## config.mk

```make
export PLATFORM = sky130hd
export DESIGN_NAME = axi4_full_rd2umi_flat
export DESIGN_NICKNAME = d
export VERILOG_FILES = /design/src/rtl/axi4_full_rd2umi_pkg.sv /design/src/rtl/axi4_full_rd2umi_if.sv /design/src/rtl/axi4_full_rd2umi_umi_pack.sv /design/src/rtl/axi4_full_rd2umi.sv /design/src/flat_wrapper.sv
export SDC_FILE = /design/constraint.sdc
export NUM_CORES = 1
export LEC_CHECK = 0
export CAP_MARGIN = 15
export CORE_AREA = 2 2 322 324
export CTS_BUF_LIST = sky130_fd_sc_hd__clkbuf_8
export CTS_CLUSTER_SIZE = 25
export DETAILED_ROUTE_END_ITERATION = 8
export DIE_AREA = 0 0 324 326
export SLEW_MARGIN = 20
export SYNTH_ARGS = -nofsm -noshare
export SYNTH_HDL_FRONTEND = slang
export SYNTH_SLANG_ARGS = --single-unit
```

## constraint.sdc

```tcl
create_clock -name clk -period 7.2 [get_ports clk]
set_input_delay 1.44 -clock clk [delete_from_list [all_inputs] [get_ports clk]]
set_output_delay 1.44 -clock clk [all_outputs]
set_load 0.01 [all_outputs]
```

## src/rtl/axi4_full_rd2umi_pkg.sv

```systemverilog
// Shared constants and types for the AXI4 read-channel to UMI bridge.
// Holds the UMI opcode and command field positions, the AXI burst and
// response encodings, the bridge FSM state type and a size-clamp helper.
package axi4_full_rd2umi_pkg;

  // UMI command opcodes
  localparam logic [4:0] UMI_REQ_READ   = 5'h01;
  localparam logic [4:0] UMI_RESP_READ  = 5'h02;
  localparam logic [4:0] UMI_REQ_WRITE  = 5'h03;
  localparam logic [4:0] UMI_RESP_WRITE = 5'h04;

  // UMI command field layout (32-bit base command)
  localparam int UMI_CMD_W   = 32;
  localparam int UMI_OPC_LSB = 0;
  localparam int UMI_OPC_W   = 5;
  localparam int UMI_ERR_LSB = 25;
  localparam int UMI_ERR_W   = 2;

  // AXI burst types
  localparam logic [1:0] AXI_BURST_FIXED = 2'b00;
  localparam logic [1:0] AXI_BURST_INCR  = 2'b01;
  localparam logic [1:0] AXI_BURST_WRAP  = 2'b10;

  // AXI response codes
  localparam logic [1:0] AXI_RESP_OKAY   = 2'b00;
  localparam logic [1:0] AXI_RESP_EXOKAY = 2'b01;
  localparam logic [1:0] AXI_RESP_SLVERR = 2'b10;
  localparam logic [1:0] AXI_RESP_DECERR = 2'b11;

  typedef enum logic [1:0] {
    ST_IDLE      = 2'd0,
    ST_UMI_READ  = 2'd1,
    ST_WAIT_RESP = 2'd2,
    ST_SEND_R    = 2'd3
  } state_t;

  // Beats wider than the data bus are narrowed to the bus width.
  function automatic logic [2:0] eff_size(input logic [2:0] arsize,
                                          input logic [2:0] max_size);
    return (arsize > max_size) ? max_size : arsize;
  endfunction

endpackage

```

## src/rtl/axi4_full_rd2umi_if.sv

```systemverilog
// Bundle of the AXI4 AR/R channels and the UMI host request/response
// channels seen by the bridge.
//   slave  : bridge view (AXI slave, UMI requester)
//   master : environment view (AXI master, UMI fabric)
interface axi4_full_rd2umi_if #(
  parameter int CW  = 32,
  parameter int DW  = 128,
  parameter int AW  = 64,
  parameter int IDW = 8
);
  // AXI read address channel
  logic [IDW-1:0] s_axi_arid;
  logic [AW-1:0]  s_axi_araddr;
  logic [7:0]     s_axi_arlen;
  logic [2:0]     s_axi_arsize;
  logic [1:0]     s_axi_arburst;
  logic           s_axi_arlock;
  logic [3:0]     s_axi_arcache;
  logic [2:0]     s_axi_arprot;
  logic [3:0]     s_axi_arqos;
  logic           s_axi_arvalid;
  logic           s_axi_arready;
  // AXI read data channel
  logic [IDW-1:0] s_axi_rid;
  logic [DW-1:0]  s_axi_rdata;
  logic [1:0]     s_axi_rresp;
  logic           s_axi_rlast;
  logic           s_axi_rvalid;
  logic           s_axi_rready;
  // UMI host request
  logic           uhost_req_valid;
  logic           uhost_req_ready;
  logic [CW-1:0]  uhost_req_cmd;
  logic [AW-1:0]  uhost_req_dstaddr;
  logic [AW-1:0]  uhost_req_srcaddr;
  logic [DW-1:0]  uhost_req_data;
  // UMI host response
  logic           uhost_resp_valid;
  logic           uhost_resp_ready;
  logic [CW-1:0]  uhost_resp_cmd;
  logic [AW-1:0]  uhost_resp_dstaddr;
  logic [AW-1:0]  uhost_resp_srcaddr;
  logic [DW-1:0]  uhost_resp_data;

  modport slave (
    input  s_axi_arid, s_axi_araddr, s_axi_arlen, s_axi_arsize, s_axi_arburst,
           s_axi_arlock, s_axi_arcache, s_axi_arprot, s_axi_arqos, s_axi_arvalid,
           s_axi_rready, uhost_req_ready, uhost_resp_valid, uhost_resp_cmd,
           uhost_resp_dstaddr, uhost_resp_srcaddr, uhost_resp_data,
    output s_axi_arready, s_axi_rid, s_axi_rdata, s_axi_rresp, s_axi_rlast,
           s_axi_rvalid, uhost_req_valid, uhost_req_cmd, uhost_req_dstaddr,
           uhost_req_srcaddr, uhost_req_data, uhost_resp_ready
  );

  modport master (
    output s_axi_arid, s_axi_araddr, s_axi_arlen, s_axi_arsize, s_axi_arburst,
           s_axi_arlock, s_axi_arcache, s_axi_arprot, s_axi_arqos, s_axi_arvalid,
           s_axi_rready, uhost_req_ready, uhost_resp_valid, uhost_resp_cmd,
           uhost_resp_dstaddr, uhost_resp_srcaddr, uhost_resp_data,
    input  s_axi_arready, s_axi_rid, s_axi_rdata, s_axi_rresp, s_axi_rlast,
           s_axi_rvalid, uhost_req_valid, uhost_req_cmd, uhost_req_dstaddr,
           uhost_req_srcaddr, uhost_req_data, uhost_resp_ready
  );
endinterface

```

## src/rtl/axi4_full_rd2umi_umi_pack.sv

```systemverilog
// umi_pack: assembles a UMI command word from its individual fields.
// Ports:
//   cmd_*_i      in   command fields (opcode, size, len, qos, prot, eom,
//                     eof, ex, user, hostid)
//   packet_cmd_o out  CW-bit packed command (fields in the low 32 bits)
module umi_pack
  import axi4_full_rd2umi_pkg::*;
#(
  parameter int CW = 32
) (
  input  logic [4:0]    cmd_opcode_i,
  input  logic [2:0]    cmd_size_i,
  input  logic [7:0]    cmd_len_i,
  input  logic [3:0]    cmd_qos_i,
  input  logic [1:0]    cmd_prot_i,
  input  logic          cmd_eom_i,
  input  logic          cmd_eof_i,
  input  logic          cmd_ex_i,
  input  logic [1:0]    cmd_user_i,
  input  logic [4:0]    cmd_hostid_i,
  output logic [CW-1:0] packet_cmd_o
);
  logic [UMI_CMD_W-1:0] cmd;

  assign cmd = {cmd_hostid_i, cmd_user_i, cmd_ex_i, cmd_eof_i, cmd_eom_i,
                cmd_prot_i, cmd_qos_i, cmd_len_i, cmd_size_i, cmd_opcode_i};

  assign packet_cmd_o = CW'(cmd);
endmodule

```

## src/rtl/axi4_full_rd2umi.sv

```systemverilog
// axi4_full_rd2umi: converts AXI4 read bursts into a sequence of single-beat
// UMI read requests, one outstanding at a time, and returns each UMI
// response as one AXI R beat.
// Ports:
//   clk     in  clock
//   nreset  in  asynchronous active-low reset
//   bus     slave modport: AXI AR/R channels plus UMI host req/resp channels
module axi4_full_rd2umi
  import axi4_full_rd2umi_pkg::*;
#(
  parameter int            CW       = 32,
  parameter int            DW       = 128,
  parameter int            AW       = 64,
  parameter int            IDW      = 8,
  parameter logic [AW-1:0] HOSTADDR = '0
) (
  input logic                clk,
  input logic                nreset,
  axi4_full_rd2umi_if.slave  bus
);
  localparam int         BYTES    = DW / 8;
  localparam int         LOG2B    = $clog2(BYTES);
  localparam logic [2:0] MAX_SIZE = 3'(LOG2B);

  if (DW > 128 || CW < 32) begin : g_param_check
    $error("axi4_full_rd2umi: DW must be <= 128 and CW must be >= 32");
  end

  state_t         state_q, state_d;
  logic [IDW-1:0] id_q, id_d;
  logic [1:0]     burst_q, burst_d;
  logic [1:0]     prot_q, prot_d;
  logic [3:0]     qos_q, qos_d;
  logic [2:0]     size_q, size_d;
  logic [7:0]     cnt_q, cnt_d;
  logic [AW-1:0]  addr_q, addr_d;
  logic [DW-1:0]  rdata_q, rdata_d;
  logic [1:0]     rresp_q, rresp_d;

  logic          arready, rvalid, req_valid, resp_ready;
  logic          ar_fire, req_fire, resp_fire, r_fire;
  logic [AW-1:0] size_mask, addr_aligned, byte_off;
  logic [7:0]    umi_len;
  logic [4:0]    resp_opc;
  logic          unused_inputs;

  assign arready    = (state_q == ST_IDLE);
  assign req_valid  = (state_q == ST_UMI_READ);
  assign resp_ready = (state_q == ST_WAIT_RESP);
  assign rvalid     = (state_q == ST_SEND_R);

  assign ar_fire   = bus.s_axi_arvalid & arready;
  assign req_fire  = req_valid & bus.uhost_req_ready;
  assign resp_fire = bus.uhost_resp_valid & resp_ready;
  assign r_fire    = rvalid & bus.s_axi_rready;

  assign size_mask    = (AW'(1) << size_q) - AW'(1);
  assign addr_aligned = addr_q & ~size_mask;
  // Byte lane of the current address within the data bus; UMI returns data
  // LSB-aligned, AXI expects it on its natural lanes.
  assign byte_off     = addr_q & AW'(BYTES - 1);
  assign umi_len      = 8'((9'd1 << size_q) - 9'd1);
  assign resp_opc     = bus.uhost_resp_cmd[UMI_OPC_LSB +: UMI_OPC_W];

  // State register
  always_ff @(posedge clk or negedge nreset) begin
    if (!nreset) state_q <= ST_IDLE;
    else         state_q <= state_d;
  end

  always_comb begin
    state_d = state_q;
    case (state_q)
      ST_IDLE:      if (ar_fire)   state_d = ST_UMI_READ;
      ST_UMI_READ:  if (req_fire)  state_d = ST_WAIT_RESP;
      ST_WAIT_RESP: if (resp_fire) state_d = ST_SEND_R;
      ST_SEND_R:    if (r_fire)    state_d = (cnt_q == 8'd0) ? ST_IDLE : ST_UMI_READ;
      default:                     state_d = ST_IDLE;
    endcase
  end

  // Datapath next-state
  always_comb begin
    id_d    = id_q;
    burst_d = burst_q;
    prot_d  = prot_q;
    qos_d   = qos_q;
    size_d  = size_q;
    cnt_d   = cnt_q;
    addr_d  = addr_q;
    rdata_d = rdata_q;
    rresp_d = rresp_q;
    if (ar_fire) begin
      id_d    = bus.s_axi_arid;
      burst_d = bus.s_axi_arburst;
      prot_d  = bus.s_axi_arprot[1:0];
      qos_d   = bus.s_axi_arqos;
      size_d  = eff_size(bus.s_axi_arsize, MAX_SIZE);
      cnt_d   = bus.s_axi_arlen;
      addr_d  = bus.s_axi_araddr;
    end
    if (resp_fire) begin
      rdata_d = bus.uhost_resp_data << {byte_off, 3'b000};
      // Error status is taken fresh from every response.
      rresp_d = (resp_opc != UMI_RESP_READ) ? AXI_RESP_SLVERR
                                            : bus.uhost_resp_cmd[UMI_ERR_LSB +: UMI_ERR_W];
    end
    if (r_fire) begin
      cnt_d = cnt_q - 8'd1;
      // FIXED and WRAP bursts re-read the same address every beat.
      if (burst_q == AXI_BURST_INCR) addr_d = addr_aligned + (AW'(1) << size_q);
    end
  end

  // Datapath registers carry no reset; they are always loaded before use.
  always_ff @(posedge clk) begin
    id_q    <= id_d;
    burst_q <= burst_d;
    prot_q  <= prot_d;
    qos_q   <= qos_d;
    size_q  <= size_d;
    cnt_q   <= cnt_d;
    addr_q  <= addr_d;
    rdata_q <= rdata_d;
    rresp_q <= rresp_d;
  end

  umi_pack #(.CW(CW)) u_umi_pack (
    .cmd_opcode_i (UMI_REQ_READ),
    .cmd_size_i   (3'd0),
    .cmd_len_i    (umi_len),
    .cmd_qos_i    (qos_q),
    .cmd_prot_i   (prot_q),
    .cmd_eom_i    (1'b1),
    .cmd_eof_i    (1'b0),
    .cmd_ex_i     (1'b0),
    .cmd_user_i   (2'b00),
    .cmd_hostid_i (5'd0),
    .packet_cmd_o (bus.uhost_req_cmd)
  );

  assign bus.s_axi_arready     = arready;
  assign bus.s_axi_rvalid      = rvalid;
  assign bus.s_axi_rid         = id_q;
  assign bus.s_axi_rdata       = rdata_q;
  assign bus.s_axi_rresp       = rresp_q;
  assign bus.s_axi_rlast       = (cnt_q == 8'd0);
  assign bus.uhost_req_valid   = req_valid;
  assign bus.uhost_req_dstaddr = addr_aligned;
  assign bus.uhost_req_srcaddr = HOSTADDR;
  assign bus.uhost_req_data    = '0;
  assign bus.uhost_resp_ready  = resp_ready;

  assign unused_inputs = ^{bus.s_axi_arlock, bus.s_axi_arcache, bus.s_axi_arprot[2],
                           bus.uhost_resp_dstaddr, bus.uhost_resp_srcaddr,
                           bus.uhost_resp_cmd};
endmodule

```

## src/flat_wrapper.sv

```systemverilog
// flat-port wrapper written by rule: the top's interface ports become plain ports
module axi4_full_rd2umi_flat import axi4_full_rd2umi_pkg::*;
#(
  parameter int            CW       = 32,
  parameter int            DW       = 128,
  parameter int            AW       = 64,
  parameter int            IDW      = 8,
  parameter logic [AW-1:0] HOSTADDR = '0
)
  (clk, nreset, bus_s_axi_arid, bus_s_axi_araddr, bus_s_axi_arlen, bus_s_axi_arsize, bus_s_axi_arburst, bus_s_axi_arlock, bus_s_axi_arcache, bus_s_axi_arprot, bus_s_axi_arqos, bus_s_axi_arvalid, bus_s_axi_rready, bus_uhost_req_ready, bus_uhost_resp_valid, bus_uhost_resp_cmd, bus_uhost_resp_dstaddr, bus_uhost_resp_srcaddr, bus_uhost_resp_data, bus_s_axi_arready, bus_s_axi_rid, bus_s_axi_rdata, bus_s_axi_rresp, bus_s_axi_rlast, bus_s_axi_rvalid, bus_uhost_req_valid, bus_uhost_req_cmd, bus_uhost_req_dstaddr, bus_uhost_req_srcaddr, bus_uhost_req_data, bus_uhost_resp_ready);
  axi4_full_rd2umi_if #(.CW(CW), .DW(DW), .AW(AW), .IDW(IDW)) bus_i ();
  input logic clk;
  input logic nreset;
  input wire logic [$bits(bus_i.s_axi_arid)-1:0] bus_s_axi_arid;
  input wire logic [$bits(bus_i.s_axi_araddr)-1:0] bus_s_axi_araddr;
  input wire logic [$bits(bus_i.s_axi_arlen)-1:0] bus_s_axi_arlen;
  input wire logic [$bits(bus_i.s_axi_arsize)-1:0] bus_s_axi_arsize;
  input wire logic [$bits(bus_i.s_axi_arburst)-1:0] bus_s_axi_arburst;
  input wire logic [$bits(bus_i.s_axi_arlock)-1:0] bus_s_axi_arlock;
  input wire logic [$bits(bus_i.s_axi_arcache)-1:0] bus_s_axi_arcache;
  input wire logic [$bits(bus_i.s_axi_arprot)-1:0] bus_s_axi_arprot;
  input wire logic [$bits(bus_i.s_axi_arqos)-1:0] bus_s_axi_arqos;
  input wire logic [$bits(bus_i.s_axi_arvalid)-1:0] bus_s_axi_arvalid;
  input wire logic [$bits(bus_i.s_axi_rready)-1:0] bus_s_axi_rready;
  input wire logic [$bits(bus_i.uhost_req_ready)-1:0] bus_uhost_req_ready;
  input wire logic [$bits(bus_i.uhost_resp_valid)-1:0] bus_uhost_resp_valid;
  input wire logic [$bits(bus_i.uhost_resp_cmd)-1:0] bus_uhost_resp_cmd;
  input wire logic [$bits(bus_i.uhost_resp_dstaddr)-1:0] bus_uhost_resp_dstaddr;
  input wire logic [$bits(bus_i.uhost_resp_srcaddr)-1:0] bus_uhost_resp_srcaddr;
  input wire logic [$bits(bus_i.uhost_resp_data)-1:0] bus_uhost_resp_data;
  output wire logic [$bits(bus_i.s_axi_arready)-1:0] bus_s_axi_arready;
  output wire logic [$bits(bus_i.s_axi_rid)-1:0] bus_s_axi_rid;
  output wire logic [$bits(bus_i.s_axi_rdata)-1:0] bus_s_axi_rdata;
  output wire logic [$bits(bus_i.s_axi_rresp)-1:0] bus_s_axi_rresp;
  output wire logic [$bits(bus_i.s_axi_rlast)-1:0] bus_s_axi_rlast;
  output wire logic [$bits(bus_i.s_axi_rvalid)-1:0] bus_s_axi_rvalid;
  output wire logic [$bits(bus_i.uhost_req_valid)-1:0] bus_uhost_req_valid;
  output wire logic [$bits(bus_i.uhost_req_cmd)-1:0] bus_uhost_req_cmd;
  output wire logic [$bits(bus_i.uhost_req_dstaddr)-1:0] bus_uhost_req_dstaddr;
  output wire logic [$bits(bus_i.uhost_req_srcaddr)-1:0] bus_uhost_req_srcaddr;
  output wire logic [$bits(bus_i.uhost_req_data)-1:0] bus_uhost_req_data;
  output wire logic [$bits(bus_i.uhost_resp_ready)-1:0] bus_uhost_resp_ready;
  assign bus_i.s_axi_arid = bus_s_axi_arid;
  assign bus_i.s_axi_araddr = bus_s_axi_araddr;
  assign bus_i.s_axi_arlen = bus_s_axi_arlen;
  assign bus_i.s_axi_arsize = bus_s_axi_arsize;
  assign bus_i.s_axi_arburst = bus_s_axi_arburst;
  assign bus_i.s_axi_arlock = bus_s_axi_arlock;
  assign bus_i.s_axi_arcache = bus_s_axi_arcache;
  assign bus_i.s_axi_arprot = bus_s_axi_arprot;
  assign bus_i.s_axi_arqos = bus_s_axi_arqos;
  assign bus_i.s_axi_arvalid = bus_s_axi_arvalid;
  assign bus_i.s_axi_rready = bus_s_axi_rready;
  assign bus_i.uhost_req_ready = bus_uhost_req_ready;
  assign bus_i.uhost_resp_valid = bus_uhost_resp_valid;
  assign bus_i.uhost_resp_cmd = bus_uhost_resp_cmd;
  assign bus_i.uhost_resp_dstaddr = bus_uhost_resp_dstaddr;
  assign bus_i.uhost_resp_srcaddr = bus_uhost_resp_srcaddr;
  assign bus_i.uhost_resp_data = bus_uhost_resp_data;
  assign bus_s_axi_arready = bus_i.s_axi_arready;
  assign bus_s_axi_rid = bus_i.s_axi_rid;
  assign bus_s_axi_rdata = bus_i.s_axi_rdata;
  assign bus_s_axi_rresp = bus_i.s_axi_rresp;
  assign bus_s_axi_rlast = bus_i.s_axi_rlast;
  assign bus_s_axi_rvalid = bus_i.s_axi_rvalid;
  assign bus_uhost_req_valid = bus_i.uhost_req_valid;
  assign bus_uhost_req_cmd = bus_i.uhost_req_cmd;
  assign bus_uhost_req_dstaddr = bus_i.uhost_req_dstaddr;
  assign bus_uhost_req_srcaddr = bus_i.uhost_req_srcaddr;
  assign bus_uhost_req_data = bus_i.uhost_req_data;
  assign bus_uhost_resp_ready = bus_i.uhost_resp_ready;
  axi4_full_rd2umi #(.CW(CW), .DW(DW), .AW(AW), .IDW(IDW), .HOSTADDR(HOSTADDR)) u_core (.clk(clk), .nreset(nreset), .bus(bus_i));
endmodule
```

Yosys cells after proc, flatten, opt, wreduce, memory -nomap -nowiden:

Cells that the tools add are included.

* bits in registers: 223
* latch bits: 0
* memory bits (writable): 0
* memory bits (read-only): 0
* logic and storage cells: 48
* memories kept: 0

* add/subtract/negate cells: 4
* multiply operators: 0
* div/mod/pow operators: 0
* order comparisons: 1
* eq/ne operators: 9
* shifts and indexed selects: 3
* muxes and demuxes: 11
* bitwise gates (word level): 6
* reduce and logical (&&, ||, !) cells: 4

Operators by type and width (number)
* $mux 64: 3
* $shl 128x7->128: 1
* $add 64x64->64: 1
* $and 64x64->64: 1
* $not 64->64: 1
* $shl 1x3->64 const A: 1
* $sub 64x2->64 const B: 1
* $mux 8: 2
* $sub 8x1->8 const B: 2
* $logic_not 8->1: 1
* $mux 2: 4
* $ne 2x2->1 const B: 4
* $pmux 2 s4: 1
* $shl 1x3->8 const A: 1
* $ne 5x2->1 const B: 1
* $and 1x1->1: 4
* $eq 2x1->1 const B: 2
* $eq 2x2->1 const B: 2
* $reduce_and 4->1: 1
* $gt 3x3->1 const B: 1
* $logic_not 2->1: 1
* $reduce_bool 2->1: 1
* $mux 1: 1

Depth between registers and ports, before layout:

* depth after elaboration: 7
* mapped depth: 16
* depth with buffers taken out: 11

Hierarchy:

Synthesis repeated with hierarchy kept, for this count alone.

* cell total of the unflattened synthesis: 1809
* area total of the unflattened synthesis: 16407.0 um^2

Modules (own cells, without submodules)
* axi4_full_rd2umi: instances 1, cells each 1777, area each 16166.8 um^2, seq. area each 6045.8 um^2
* umi_pack: instances 1, cells each 32, area each 240.2 um^2, seq. area each 0.0 um^2

Worst setup path after synthesis:

OpenSTA, ideal clock, no wires.

* path kind: input to register
* start: in bus_uhost_resp_valid
* end: reg u_core.rdata_q[0], in the netlist u_core.bus.s_axi_rdata[0], enable pin
* setup time: 0.504 ns
* arrival time: 4.402 ns
* slack: 2.294 ns
* stages: 1
* path buffers: 0
* cells stage by stage: and2_1

* longest elaborated chain between the ends: 1

Ends and longest elaborated chain
* start, declared: RTL line flat_wrapper.sv:26 `input wire logic [$bits(bus_i.uhost_resp_valid)-1:0] bus_uhost_resp_valid;`
* $and 1x1->1: RTL line axi4_full_rd2umi.sv:54 `assign resp_fire = bus.uhost_resp_valid & resp_ready;`
* end signal, assigned: RTL line axi4_full_rd2umi.sv:124 `rdata_q <= rdata_d;`
* end, declared: RTL line axi4_full_rd2umi.sv:37 `logic [DW-1:0] rdata_q, rdata_d;`

Every way passes these cells.
A chain may end at the register's enable or synchronous reset.

Final worst setup path:

* start: reg u_core.size_q[2]
* end: out bus_uhost_req_dstaddr[15]

* longest elaborated chain between the ends: 4

Ends and longest elaborated chain
* start, declared: RTL line axi4_full_rd2umi.sv:34 `logic [2:0] size_q, size_d;`
* start signal, assigned: RTL line axi4_full_rd2umi.sv:121 `size_q <= size_d;`
* $shl 1x3->64: RTL line axi4_full_rd2umi.sv:57 `assign size_mask = (AW'(1) << size_q) - AW'(1);`
* $sub 64x2->64: RTL line axi4_full_rd2umi.sv:57
* $not 64->64: RTL line axi4_full_rd2umi.sv:58 `assign addr_aligned = addr_q & ~size_mask;`
* $and 64x64->64: RTL line axi4_full_rd2umi.sv:58
* end, declared: RTL line flat_wrapper.sv:39 `output wire logic [$bits(bus_i.uhost_req_dstaddr)-1:0] bus_uhost_req_dstaddr;`

Every way passes these cells.

==> metrics.md <==
| Metric | Value |
|---|---|
| DRT Pass-1 Iters | 7 |
| Total wire length | 80,100 um |
| M1 GR Usage | 0.156 |
| # port buffers | 452 |
| Final worst setup slack | 2.43 ns |
| DP Worst Slack | 2.96 ns |
| Resized cells post-CTS | 0 |
| CTS root buf | clkbuf_8 |
| H-tree Lvls | 2 |
| Clk_lat worst skew | 0.67 ns |
| Final Max Tran Viols | 0 |
| Vias in the first global route | 13,796 |
| Area Overhead vs Synth | 37.6% |
| Synthesis warning total | 0 |
| Commonest non-fill, non-tap cell in the layout | clkdlybuf4s50_1 |
| Final period util | 0.663 |
| Worst EP required | 5.76 ns |
| RSZ-0062 raised after global routing | no |
| Min Clock Period, post-route | 4.77 ns |
| DRT iter0 DRCs | 1,217 |
| # Post-CTS Setup Buffers | 0 |
| DP Wirelength | 63,200 um |
| Clock Skews | 0.0411 ns |
| Clock Pin Slew Worst Setup and Hold Paths | 0.06 ns |
| Post-synthesis compound-gate area fraction | 0.157 |
| Unique masters post-synth | 75 |
| Vias | 14,896 |
| Setup Crit Path Kind | reg2out |
| Async SR Flop Fraction | 0.00897 |
| Max Clk Rate | 210 MHz |
| Mux contribution to synthesized area | 0.0925 |
| Worst VDD drop | 0.155 mV |
| PD cells | 402 nW/um2 |
| Post-synth top area cell | edfxtp_1 |
| Slew margin rel. | 0.215 |
| Average cell area after synthesis | 8.82 um2 |
| Final setup vio count | 0 |
| Worst min path class | reg2reg |
| # clock sinks | 223 |
| IO Count | 822 |
| Worst Setup End Kind | primary output |
| Worst-Margin Slew | 1.17 ns |
| Hold Fails Final Rpt | 0 |
| Largest family of logic cells by synthesized area | simple AND/OR/NAND/NOR gates |
| Critical path arrival | 3.33 ns |
| Static Leak | 7.87 nW |
| Critical path startpoint category | register |
| CTS Buffer Depth | 3 |
| Post-Synth XOR/XNOR Area | 0.0138 |
| Slowest cell on crit path | edfxtp_1 |
| Share of cells above drive strength 1 | 0.0682 |
| Register area share after synthesis | 0.381 |
| Synth Register Bits | 223 |
| Met3 Use GR | 0.0410 |
| First-pass GRT wire length | 107,000 um |
| Std-Cell Rows | 118 |
| Mapped Cells | 1,800 |
| Initial core utilization | 0.155 |
| Synthesized area | 15,900 um2 |
| Status | complete, no violations |
| Synth Area in Simple Gates | 0.197 |
| Remaining global-route overflow | 0 |
| Adder-Cell Fraction of Synth Area | 0.00994 |
| Worst-path maximum fanout | 17 |
| Setup TNS | 0 ns |
| Met2 usage | 0.248 |
| Top cells by area, synth | edfxtp_1, buf_4, dfxtp_1, mux2i_1, nand2_1 |
| Die Width | 324 um |
| Via density | 4.17 |
| Gpl congestion | 0.982 |
| Clock buffer count from CTS | 48 |
| Most frequent cells in the layout | clkdlybuf4s50_1, conb_1, nand2_1 |
| Largest net degree at the start of global routing | 131 |
| Die height | 326 um |
| Initial antenna violation count | 22 |
| CTS tree | yes |
| Die area | 106,000 um2 |
| Most used routing layer | met2 |
| Hold Buf Count CTS | 0 |
| Std-Cell Core Area | 103,000 um2 |
| Nets | 2,555 |
| Post-route DRC | 0 |
| Number of synthesized flops with an enable pin | 157 |
| Critical Path, Cell by Cell | and3_1, inv_2, ha_1, nor2b_1, clkdlybuf4s50_1 |
| Top cell type's share of synthesized area | 0.297 |
| Total global-route track usage | 0.144 |
| Wire per inst | 22.4 um |
| Critical Path Max Stage Delay | 0.71 ns |
| Synth Flop Type | edfxtp_1 |
| MaxCap Viol Count | 0 |
| Post-DRT Antenna Nets | 0 |
==> area by class of cell <==
class                   instances  area [um2]
flip-flops and latches        223        6060
clock buffers                  49         674
inverters                      26        97.6
fillers                     11293       80800
clock inverters                35         285
repair buffers                474        4700
well taps                    1380        1730
multi-input cells            1379        8270
diodes                          6        15.0
==> state kept, by name, indices dropped and copies added (netlist names) <==
| register | cells |
|---|---|
| u_core.cnt_q | 8 |
| u_core.prot_q | 2 |
| u_core.bus.s_axi_rid | 8 |
| u_core.burst_q | 2 |
| u_core.qos_q | 4 |
| u_core.addr_q | 64 |
| u_core.state_q | 2 |
| u_core.bus.s_axi_rdata | 128 |
| u_core.size_q | 3 |
| u_core.bus.s_axi_rresp | 2 |
==> synth_stat cells, drive strengths merged (6+ instances only) <==
library cell	n
o21a	9
mux2	18
nor2b	59
o221a	8
nor2	128
dfxtp	64
xor2	10
o21ai	76
mux2i	90
edfxtp	157
a21oi	94
a211oi	50
nand3	25
and3	37
buf	238
mux4	16
or3	9
clkbuf	142
o211ai	6
nand4	20
and4	9
o31a	26
nand2	191
ha	11
nand2b	9
a31oi	31
inv	25
o22ai	39
and2	57
a311oi	6
xnor2	15
nor4	11
nor3	50
==> cell families (layout without fill, tap and decap cells) <==
| family | after synthesis | after routing |
|---|---|---|
| adder cells (fa/ha/maj) | 12 | 12 |
| other | 2 | 216 |
| AO/OA/AOI/OAI | 383 | 383 |
| multiplexers | 124 | 124 |
| flip-flops | 223 | 223 |
| XOR/XNOR | 25 | 25 |
| buffers and inverters | 406 | 584 |
| AND/OR/NAND/NOR | 625 | 625 |
==> report_power, final <==
part | total [mW] | switching (mW) | internal [mW]
clock | 1.49 | 0.681 | 0.810
sequential | 2.59 | 0.592 | 2.00
combinational | 4.70 | 2.77 | 1.93
==> final timing paths <==
| path | startpoint | end | slack, ns | depth (start not counted) |
|---|---|---|---|---|
| max in group asynchronous | nreset | u_core.state_q[0] | 6.13 | 1 |
| min in group asynchronous | nreset | u_core.state_q[1] | 0.94 | 1 |
| min reg2reg | u_core.addr_q[5] | u_core.addr_q[5] | 0.47 | 2 |
| min | u_core.addr_q[5] | u_core.addr_q[5] | 0.47 | 2 |
| max | u_core.size_q[2] | bus_uhost_req_dstaddr[15] | 2.43 | 5 |
| max reg2reg | u_core.size_q[2] | u_core.addr_q[49] | 3.01 | 10 |
==> critical path, delay by kind of cell, from the launching register on <==
family	cells	cell delay, ns
AND/OR/NAND/NOR	2	0.79
buffers and inverters	2	0.74
flip-flops	1	0.71
adder cells (fa/ha/maj)	1	0.40
==> per-stage QoR <==
step	power, mW	hold slack, ns	utilization	cell area [um2]	std cells
floorplan	5.24	0.446	-	16600	2008
global placement	7.30	0.456	0.203	20900	3482
detailed placement	7.31	0.463	0.203	20900	3482
CTS	8.88	0.473	0.213	21800	3566
global route	9.32	0.507	0.213	21800	3571
finish	8.78	0.471	0.213	21800	3572
==> metal layers <==
metal / wire [um] / part of all wire
met1: 29300 / 0.37
met2: 38900 / 0.49
met5: 75 / 0.00094
met4: 4470 / 0.056
met3: 7280 / 0.091
No activity file was read; power rests on OpenSTA's default activity.
